### src/rtl/step_seq_scheduler_if.sv
// Register bus of the step sequencer: a single-cycle select/write-enable port
// with a registered read-data return.
interface step_seq_scheduler_if #(
  parameter int DATA_W = 32
);
  logic              sel;
  logic              we;
  logic [3:0]        addr;
  logic [DATA_W-1:0] data_in;
  logic [DATA_W-1:0] data_out;

  modport master (output sel, we, addr, data_in, input data_out);
  modport slave  (input sel, we, addr, data_in, output data_out);
endinterface

### src/rtl/step_seq_scheduler.sv
// 8-step tone sequencer: CPU-programmed half-period table and tempo. It plays a
// square wave per step and drives a one-hot step LED bus.
module step_seq_scheduler #(
  parameter int DATA_W  = 32,
  parameter int FREQ_W  = 16,
  parameter int TEMPO_W = 24
) (
  input  logic                 clk,
  input  logic                 rst,
  step_seq_scheduler_if.slave  bus,
  input  logic [7:0]           step_mask,
  output logic                 snd_out,
  output logic [7:0]           led_out,
  output logic                 step_tick,
  output logic                 state_dbg
);
  typedef enum logic {IDLE = 1'b0, PLAY = 1'b1} state_t;

  state_t             state, state_nxt;
  logic [FREQ_W-1:0]  freq [8];
  logic [TEMPO_W-1:0] tempo, tempo_lat, step_cnt;
  logic [FREQ_W-1:0]  tone_cnt;
  logic               ctrl_loop;
  logic [2:0]         ctrl_last;
  logic               done;
  logic [2:0]         step;
  logic               snd_raw;

  logic               wr, rd, ctrl_wr;
  logic               start, stop, step_end, last_step;
  logic [TEMPO_W-1:0] tempo_eff;
  logic [FREQ_W-1:0]  cur_freq;
  logic [DATA_W-1:0]  rd_data;
  logic               unused_hi;

  // Bus handshake: sel qualifies a one-cycle transfer and the block is always
  // ready. sel&we writes at this edge; sel&~we loads data_out at this edge,
  // so read data is valid the following cycle and held until the next read.
  assign wr        = bus.sel & bus.we;
  assign rd        = bus.sel & ~bus.we;
  assign ctrl_wr   = wr && (bus.addr == 4'd8);
  assign tempo_eff = (tempo == '0) ? TEMPO_W'(1) : tempo;
  assign cur_freq  = freq[step];
  assign last_step = (step >= ctrl_last);
  assign unused_hi = ^bus.data_in[DATA_W-1:TEMPO_W];

  always_comb begin
    state_nxt = state;
    start     = 1'b0;
    stop      = 1'b0;
    step_end  = 1'b0;
    case (state)
      IDLE: begin
        if (ctrl_wr && bus.data_in[0]) begin
          start     = 1'b1;
          state_nxt = PLAY;
        end
      end
      PLAY: begin
        // A CTRL write beats a coincident step end.
        if (ctrl_wr) begin
          if (bus.data_in[0]) begin
            start = 1'b1;
          end else begin
            stop      = 1'b1;
            state_nxt = IDLE;
          end
        end else if (step_cnt == tempo_lat - TEMPO_W'(1)) begin
          step_end = 1'b1;
          if (last_step && !ctrl_loop) state_nxt = IDLE;
        end
      end
      default: state_nxt = IDLE;
    endcase
  end

  always_ff @(posedge clk or negedge rst) begin
    if (!rst) state <= IDLE;
    else      state <= state_nxt;
  end

  always_ff @(posedge clk or negedge rst) begin
    if (!rst) begin
      for (int i = 0; i < 8; i++) freq[i] <= '0;
      tempo        <= '0;
      tempo_lat    <= '0;
      step_cnt     <= '0;
      tone_cnt     <= '0;
      ctrl_loop    <= 1'b0;
      ctrl_last    <= '0;
      done         <= 1'b0;
      step         <= '0;
      snd_raw      <= 1'b0;
      step_tick    <= 1'b0;
      bus.data_out <= '0;
    end else begin
      step_tick <= step_end;
      if (wr && !bus.addr[3])       freq[bus.addr[2:0]] <= bus.data_in[FREQ_W-1:0];
      if (wr && bus.addr == 4'd9)   tempo <= bus.data_in[TEMPO_W-1:0];
      if (ctrl_wr) begin
        ctrl_loop <= bus.data_in[1];
        ctrl_last <= bus.data_in[4:2];
      end
      if (start) begin
        done      <= 1'b0;
        step      <= '0;
        step_cnt  <= '0;
        tone_cnt  <= '0;
        snd_raw   <= 1'b0;
        tempo_lat <= tempo_eff;
      end else if (stop) begin
        step     <= '0;
        step_cnt <= '0;
        tone_cnt <= '0;
        snd_raw  <= 1'b0;
      end else if (step_end) begin
        step_cnt  <= '0;
        tone_cnt  <= '0;
        snd_raw   <= 1'b0;
        tempo_lat <= tempo_eff;
        if (!last_step)     step <= step + 3'd1;
        else if (ctrl_loop) step <= '0;
        else begin
          step <= '0;
          done <= 1'b1;
        end
      end else if (state == PLAY) begin
        step_cnt <= step_cnt + TEMPO_W'(1);
        // A silent step (FREQ=0) keeps counting; the output gate mutes it.
        if (tone_cnt == cur_freq - FREQ_W'(1)) begin
          tone_cnt <= '0;
          snd_raw  <= ~snd_raw;
        end else begin
          tone_cnt <= tone_cnt + FREQ_W'(1);
        end
      end
      if (rd) bus.data_out <= rd_data;
    end
  end

  always_comb begin
    rd_data = '0;
    if (!bus.addr[3]) begin
      rd_data = DATA_W'(freq[bus.addr[2:0]]);
    end else begin
      case (bus.addr[2:0])
        3'd0:    rd_data = DATA_W'({ctrl_last, ctrl_loop, state == PLAY});
        3'd1:    rd_data = DATA_W'(tempo);
        3'd2:    rd_data = DATA_W'({done, state == PLAY, step});
        default: rd_data = '0;
      endcase
    end
  end

  assign snd_out   = snd_raw && (state == PLAY) && (cur_freq != '0) && step_mask[step];
  assign led_out   = (state == PLAY) ? (8'd1 << step) : 8'd0;
  assign state_dbg = (state == PLAY);
endmodule

### src/flat_wrapper.sv
// flat-port wrapper written by rule: the top's interface ports become plain ports
module step_seq_scheduler_flat 
#(
  parameter int DATA_W  = 32,
  parameter int FREQ_W  = 16,
  parameter int TEMPO_W = 24
)
  (clk, rst, step_mask, snd_out, led_out, step_tick, state_dbg, bus_sel, bus_we, bus_addr, bus_data_in, bus_data_out);
  step_seq_scheduler_if #(.DATA_W(DATA_W)) bus_i ();
  input  logic clk;
  input  logic rst;
  input  logic [7:0] step_mask;
  output logic snd_out;
  output logic [7:0] led_out;
  output logic step_tick;
  output logic state_dbg;
  input wire logic [$bits(bus_i.sel)-1:0] bus_sel;
  input wire logic [$bits(bus_i.we)-1:0] bus_we;
  input wire logic [$bits(bus_i.addr)-1:0] bus_addr;
  input wire logic [$bits(bus_i.data_in)-1:0] bus_data_in;
  output wire logic [$bits(bus_i.data_out)-1:0] bus_data_out;
  assign bus_i.sel = bus_sel;
  assign bus_i.we = bus_we;
  assign bus_i.addr = bus_addr;
  assign bus_i.data_in = bus_data_in;
  assign bus_data_out = bus_i.data_out;
  step_seq_scheduler #(.DATA_W(DATA_W), .FREQ_W(FREQ_W), .TEMPO_W(TEMPO_W)) u_core (.clk(clk), .rst(rst), .bus(bus_i), .step_mask(step_mask), .snd_out(snd_out), .led_out(led_out), .step_tick(step_tick), .state_dbg(state_dbg));
endmodule
### config.mk
export PLATFORM = sky130hd
export DESIGN_NAME = step_seq_scheduler_flat
export DESIGN_NICKNAME = d
export VERILOG_FILES = /design/src/rtl/step_seq_scheduler_if.sv /design/src/rtl/step_seq_scheduler.sv /design/src/flat_wrapper.sv
export SDC_FILE = /design/constraint.sdc
export NUM_CORES = 1
export LEC_CHECK = 0
export CAP_MARGIN = 30
export CORE_MARGIN = 3
export CORE_UTILIZATION = 40
export DETAILED_ROUTE_END_ITERATION = 10
export PLACE_DENSITY = 0.64
export SYNTH_ARGS = -nofsm -noshare
export SYNTH_HDL_FRONTEND = slang
export SYNTH_SLANG_ARGS = --single-unit
### constraint.sdc
create_clock -name clk -period 3.7 [get_ports clk]
set_input_delay 0.74 -clock clk [delete_from_list [all_inputs] [get_ports clk]]
set_output_delay 0.74 -clock clk [all_outputs]
set_load 0.03 [all_outputs]
# Word-level counts from Yosys, hierarchy flattened
# Index checks and enable logic that the tools add are counted.
# totals
regBits	259
input_bits	48
elab_cells	123
# classes
addsub	5
n_lt_le_gt_ge	5
n_eq_ne	8
shift	1
muxes	55
bitwise	7
n_reduce_logical	22
# ops
operator	count
$mux 24	8
$mux 16	10
$bwmux 128	1
$bmux 16 s3	2
$pmux 24 s3	1
$demux 16 s3	1
$mux 32	1
$add 24x1->24 const B	1
$eq 24x24->1	1
$logic_not 24->1	1
$sub 24x1->24 const B	1
$mux 1	23
$add 16x1->16 const B	1
$eq 16x16->1	1
$reduce_bool 16->1	1
$sub 16x1->16 const B	1
$mux 3	4
$logic_and 1x1->1	9
$eq 4x4->1 const B	2
$ge 4x4->1 const B	2
$mux 8	1
$not 3->4	2
$reduce_bool 4->1	2
$shl 1x3->8 const A	1
18 further kinds	25

# Logic depth before layout (Yosys ltp)
# depth
word_depth	11
ltp_mapped	17
depth_no_buf	11

# Worst setup path before layout
# OpenSTA, ideal clock, no wires.
# synth_timing
path_kind	reg-to-reg
startpoint	register u_core.step[0]
endpoint	register u_core.tone_cnt[10]
setup_ns	0.124
t_arrival_ns	3.783
path_slack_ns	-0.207
path_stages_with_launch	17
path_cell_list	dfrtp_1 buf_4 buf_4 buf_4 buf_4 buf_4 mux2i_1 a22o_1 or2_2 ha_1 xnor2_1 or3_1 a2111oi_0 and4b_1 o2111a_1 buf_4 nor3_1
# synth_via
elab_chain_cells	11
# synth_lines
item	line_no	source
start, declared	step_seq_scheduler.sv:26	logic [2:0] step;
start signal, assigned	step_seq_scheduler.sv:121	if (!last_step) step <= step + 3'd1;
$not 3->4 (implied by the code)	step_seq_scheduler.sv:43	assign cur_freq = freq[step];
$bmux 16 s3	step_seq_scheduler.sv:43	
$mux 16 (implied by the code) (2 in a row)	step_seq_scheduler.sv:43	
$sub 16x1->16	step_seq_scheduler.sv:130	if (tone_cnt == cur_freq - FREQ_W'(1)) begin
$eq 16x16->1	step_seq_scheduler.sv:130	
$mux 16	step_seq_scheduler.sv:130	
$mux 16	step_seq_scheduler.sv:127	end else if (state == PLAY) begin
$mux 16	step_seq_scheduler.sv:116	end else if (step_end) begin
$mux 16	step_seq_scheduler.sv:111	end else if (stop) begin
$mux 16	step_seq_scheduler.sv:104	if (start) begin
end signal, assigned	step_seq_scheduler.sv:134	tone_cnt <= tone_cnt + FREQ_W'(1);
end, declared	step_seq_scheduler.sv:22	logic [FREQ_W-1:0] tone_cnt;
# No other way between the ends. The select of a mux whose other input is x is not followed.
# A chain may end at the register's enable or synchronous reset.

# Worst setup path in the final report
# layout_timing
startpoint	register u_core.step[0]
endpoint	output port snd_out
# layout_via
elab_chain_cells	7
elab_cells_between_ends	9
cone_classes	5 x mux; 1 x bitwise; 3 x reduce/logical
# layout_lines
item	line_no	source
$not 3->4 (implied by the code)	step_seq_scheduler.sv:43	
$bmux 16 s3	step_seq_scheduler.sv:43	
$mux 16 (implied by the code) (2 in a row)	step_seq_scheduler.sv:43	
$reduce_bool 16->1	step_seq_scheduler.sv:155	assign snd_out = snd_raw && (state == PLAY) && (cur_freq != '0) && step_mask[step];
$logic_and 1x1->1	step_seq_scheduler.sv:155	
$logic_and 1x1->1 *	step_seq_scheduler.sv:155	
end, declared	flat_wrapper.sv:13	output logic snd_out;
# Every way passes the cells marked *; elsewhere a longest branch is shown, timed or not. The select of a mux whose other input is x is not followed.

==> run summary <==
* 44.80% — proportion of synthesized chip area in sequential cells
* output port — sort of element at the end of the critical path
* 0 — number of DRC violations after detailed routing
* 0.9254 ns — slew of the pin with the lowest slew margin
* reg -> out — critical path class
* 273.2 MHz — Max Clock Freq
* sky130_fd_sc_hd__dfrtp_1 (251), sky130_fd_sc_hd__mux2_2 (162), sky130_fd_sc_hd__nand2_1 (84), sky130_fd_sc_hd__nor2_1 (64), sky130_fd_sc_hd__mux4_2 (62) — most frequent cells after synthesis
* buf_12 -> mux4_2 -> mux2i_1 -> buf_4 -> ha_4 -> nand4_1 -> or2_4 -> buf_6 -> inv_4 -> a31oi_4 -> buf_6 — series of cell instances along the critical path
* 1 — CTS HTree Levels
* 251 — number of clock sinks
* u_core.tempo_lat[8]$_DFFE_PN0P_ — reg2reg end
* 193.2 µm — Chip Height
* snd_out — end point of the critical path
* 0 — Hold-fix buffers, CTS
* 0.4065 mV — largest voltage drop on the vdd net
* 0.48 ns — Largest stage delay, worst path
* 193.2 µm — Chip Width
* 0 — Slew Viols, Final
* 20.02% — global router's overall resource usage
* 38.31% — headroom to the max-slew limit
* 7 — number of detailed-route iterations in the first pass
* in -> async — type of the tightest min-delay check
* 100.0% — Async SR Flop Fraction
* 0.06 ns — clock slew seen by the registers of the worst setup and hold paths
* 87 — maximum number of pins on one net before global-route repair
* 0 — Post-synth EDFFs
* 5.676 — via/cell ratio
* true — unrepaired setup endpoints after global routing
* 251 — Synth Register Bits
* 60.52 mm — first-pass GRT wire length
* sky130_fd_sc_hd__buf_6 — most frequent cell on the critical path
* sky130_fd_sc_hd__clkbuf_16 — buffer cell driving the clock tree root
* 676 — Iter 0 DRT Violations
* yes — CTS tree
* 3.661 ns — shortest clock period the worst path allows after layout
* 0.03733 mm² — Die Footprint
* sky130_fd_sc_hd__dfrtp_1 (45%), sky130_fd_sc_hd__mux2_2 (13%), sky130_fd_sc_hd__mux4_2 (10%) — cells taking the most area after synthesis
* 0 — Antenna Nets Post-Route
* 10 — number of cells on the worst reg-to-reg path
* 35.78% — share of cells above drive strength 1
* 0.03404 mm² — core footprint
* 24.91% — area added between synthesis and finish
* 6 — largest fanout on the critical path
* 27.19 mm — DP Wirelength
* 1413 — final net count
* 0 — count of endpoints failing hold in the final timing report
* 10430 — number of global-route vias before repair
* 0.01078 ns — Post-Route Skew
* 0 — global route total overflow
* 3 — CTS max path bufs
* 725.0 mW/mm² — P per Cell Area
* 0 — Setup Viol. Count Final
* 12.70 mW — overall power of the completed layout
* 2.96 ns — Critical Path RT
* sky130_fd_sc_hd__dfrtp_1 — Most used DFF post-synth
* 10350 — total via count after detailed routing
* 0 — Antenna Diode Count
* 21.17 µm — average wire per cell in the routed design
* sky130_fd_sc_hd__dfrtp_1 — post-synth top area cell
* 38.59 mm — routed wire length
* flop — startpoint type of the worst setup path
* sky130_fd_sc_hd__dfrtp_1 — most repeated cell in the gate-level netlist after synthesis
* 2.92 ns — worst endpoint data arrival time
* 74 — number of I/O port buffers
* 29 — number of clock buffers inserted by TritonCTS
* 0.1478 ns — hold slack
* 1174 — synthesized instance count
* 0 — Ys Warns
* 41.19% — starting density of the core
* 76 — post-synth cell types
* 11.94 µm² — Avg Inst Size Synth
* 0.11 ns — reg-to-reg setup timing slack
* 0 — number of antenna violations at the first check in global routing
* 7.771 nW — P_leak
* 44.80% — fraction of synthesized cell area taken by the top area cell type
* 0.56 ns — later-pin clock latency in the skew report
* 51.45% — final core occ
* 0 — Maximum Capacitance Violations
* u_core.step[0]$_DFFE_PN0P_ — worst setup path startpoint
* 67 — Std-Cell Rows
* 0.01402 mm² — post-synth design cell area
* 0.01599 mm² — Cell Area, Placed
* 0.9161 — Final Wtd Congestion
* 0 ns — Final TNS setup
* finished clean — result of the run
* u_core.tempo_lat[15]$_DFFE_PN0P_ — FF-to-FF Start
* 98.94% — share of the clock period used by the worst path
* 91 — number of ports placed on the die boundary
* sky130_fd_sc_hd__mux4_2 — cell with the largest stage delay on the worst path
* 0.01751 mm² — finished layout cell area
## worst max-delay path, delay by kind of cell (launching register included)
| kind | cells | cell delay, ns |
|---|---|---|
| AO/OA/AOI/OAI | 1 | 0.08 |
| adder cells (fa/ha/maj) | 1 | 0.14 |
| buffers and inverters | 5 | 0.67 |
| flip-flops | 1 | 0.47 |
| multiplexers | 2 | 0.63 |
| AND/OR/NAND/NOR | 2 | 0.38 |
## layout by cell type, fill, tap and decap left out, drive strengths merged, types with 5 or more instances in the layout
master           n
clkinv           7
o21ai           41
clkdlybuf4s50   70
nand4           16
a211oi           6
nand2b           9
clkbuf          38
nand2           84
nand3b           9
a21o             5
mux2           181
nand3           24
or2              6
nor2            64
or4              8
a2111oi          5
a21oi           32
inv             22
dfrtp          251
conb             8
xor2            47
and2             6
nor2b            8
o31ai            5
nor3            27
ha              13
buf            143
bufinv           6
mux2i           41
xnor2           29
or3              5
and3            18
mux4            62
nor4            16
## per-layer routing
layer	track usage (%)	wire length [µm]	vias up
met3	2.418	1685	58
met2	33.94	18780	268
met4	4.393	910	0
met5	0	0	-
met1	27.85	17220	5323
li1	-	-	4698
## kinds of logic after synthesis
group	after synthesis	synth area share, %
adder cells (fa/ha/maj)	13	1.160
multiplexers	284	27.93
XOR/XNOR	76	4.748
AND/OR/NAND/NOR	318	11.72
flip-flops	251	44.80
buffers and inverters	95	3.133
AO/OA/AOI/OAI	136	6.479
other	1	0.02675
## power by group
group	leakage (nW)	internal, mW	switching [mW]	total [mW]
logic	3.99	2.88	2.71	5.59
registers	3.26	3.32	0.622	3.94
clock network	0.524	1.96	1.20	3.17
## flip-flops by register name (all words and copies together), names as in the netlist
name and flops:
u_core.tempo 24, u_core.state_dbg 1, u_core.ctrl_last 3, u_core.ctrl_loop 1, u_core.done 1, u_core.step_cnt 24
u_core.snd_raw 1, u_core.tone_cnt 16, u_core.tempo_lat 24, u_core.step 3, u_core.bus.data_out 24, u_core.step_tick 1
u_core.freq 128
## worst min path at each step
stage                                                   start                                   to  slack, ns  cells after the start
after floorplan                                           rst   u_core.bus.data_out[0]$_DFFE_PN0P_       0.44                      0
after global placement    u_core.bus.data_out[17]$_DFFE_PN0P_  u_core.bus.data_out[17]$_DFFE_PN0P_       0.47                      2
after detailed placement  u_core.bus.data_out[17]$_DFFE_PN0P_  u_core.bus.data_out[17]$_DFFE_PN0P_       0.47                      2
after CTS                                                 rst         u_core.tempo[18]$_DFFE_PN0P_       0.17                      1
after global routing                                      rst         u_core.tempo[16]$_DFFE_PN0P_       0.19                      1
final                                                     rst         u_core.tempo[18]$_DFFE_PN0P_       0.15                      1
## final cells by class
class,instances,area (µm²)
Clock buffer,37,805.8
Inverter,20,77.57
Tap cell,448,560.5
Sequential cell,251,6284
Multi-Input combinational cell,836,7577
Timing Repair Buffer,214,1948
Fill cell,2973,16520
Clock inverter,17,259.0
## what timing repair did
item / 4_1_cts / 5_1_grt
gates cloned: 1 / 1
buffers inserted: 12 / 9
gates resized for setup: 18 / 36
endpoints found under the setup margin: 60 / 68
pin swaps: 0 / 17
## metrics by stage
step	setup slack, ns	instances
after floorplan	0.001918	1181
after global placement	-0.2835	1747
after detailed placement	-0.3141	1747
after CTS	-0.008165	1814
after global routing	-0.1203	1823
final	0.03922	1823
(Power assumes the default switching activity.)
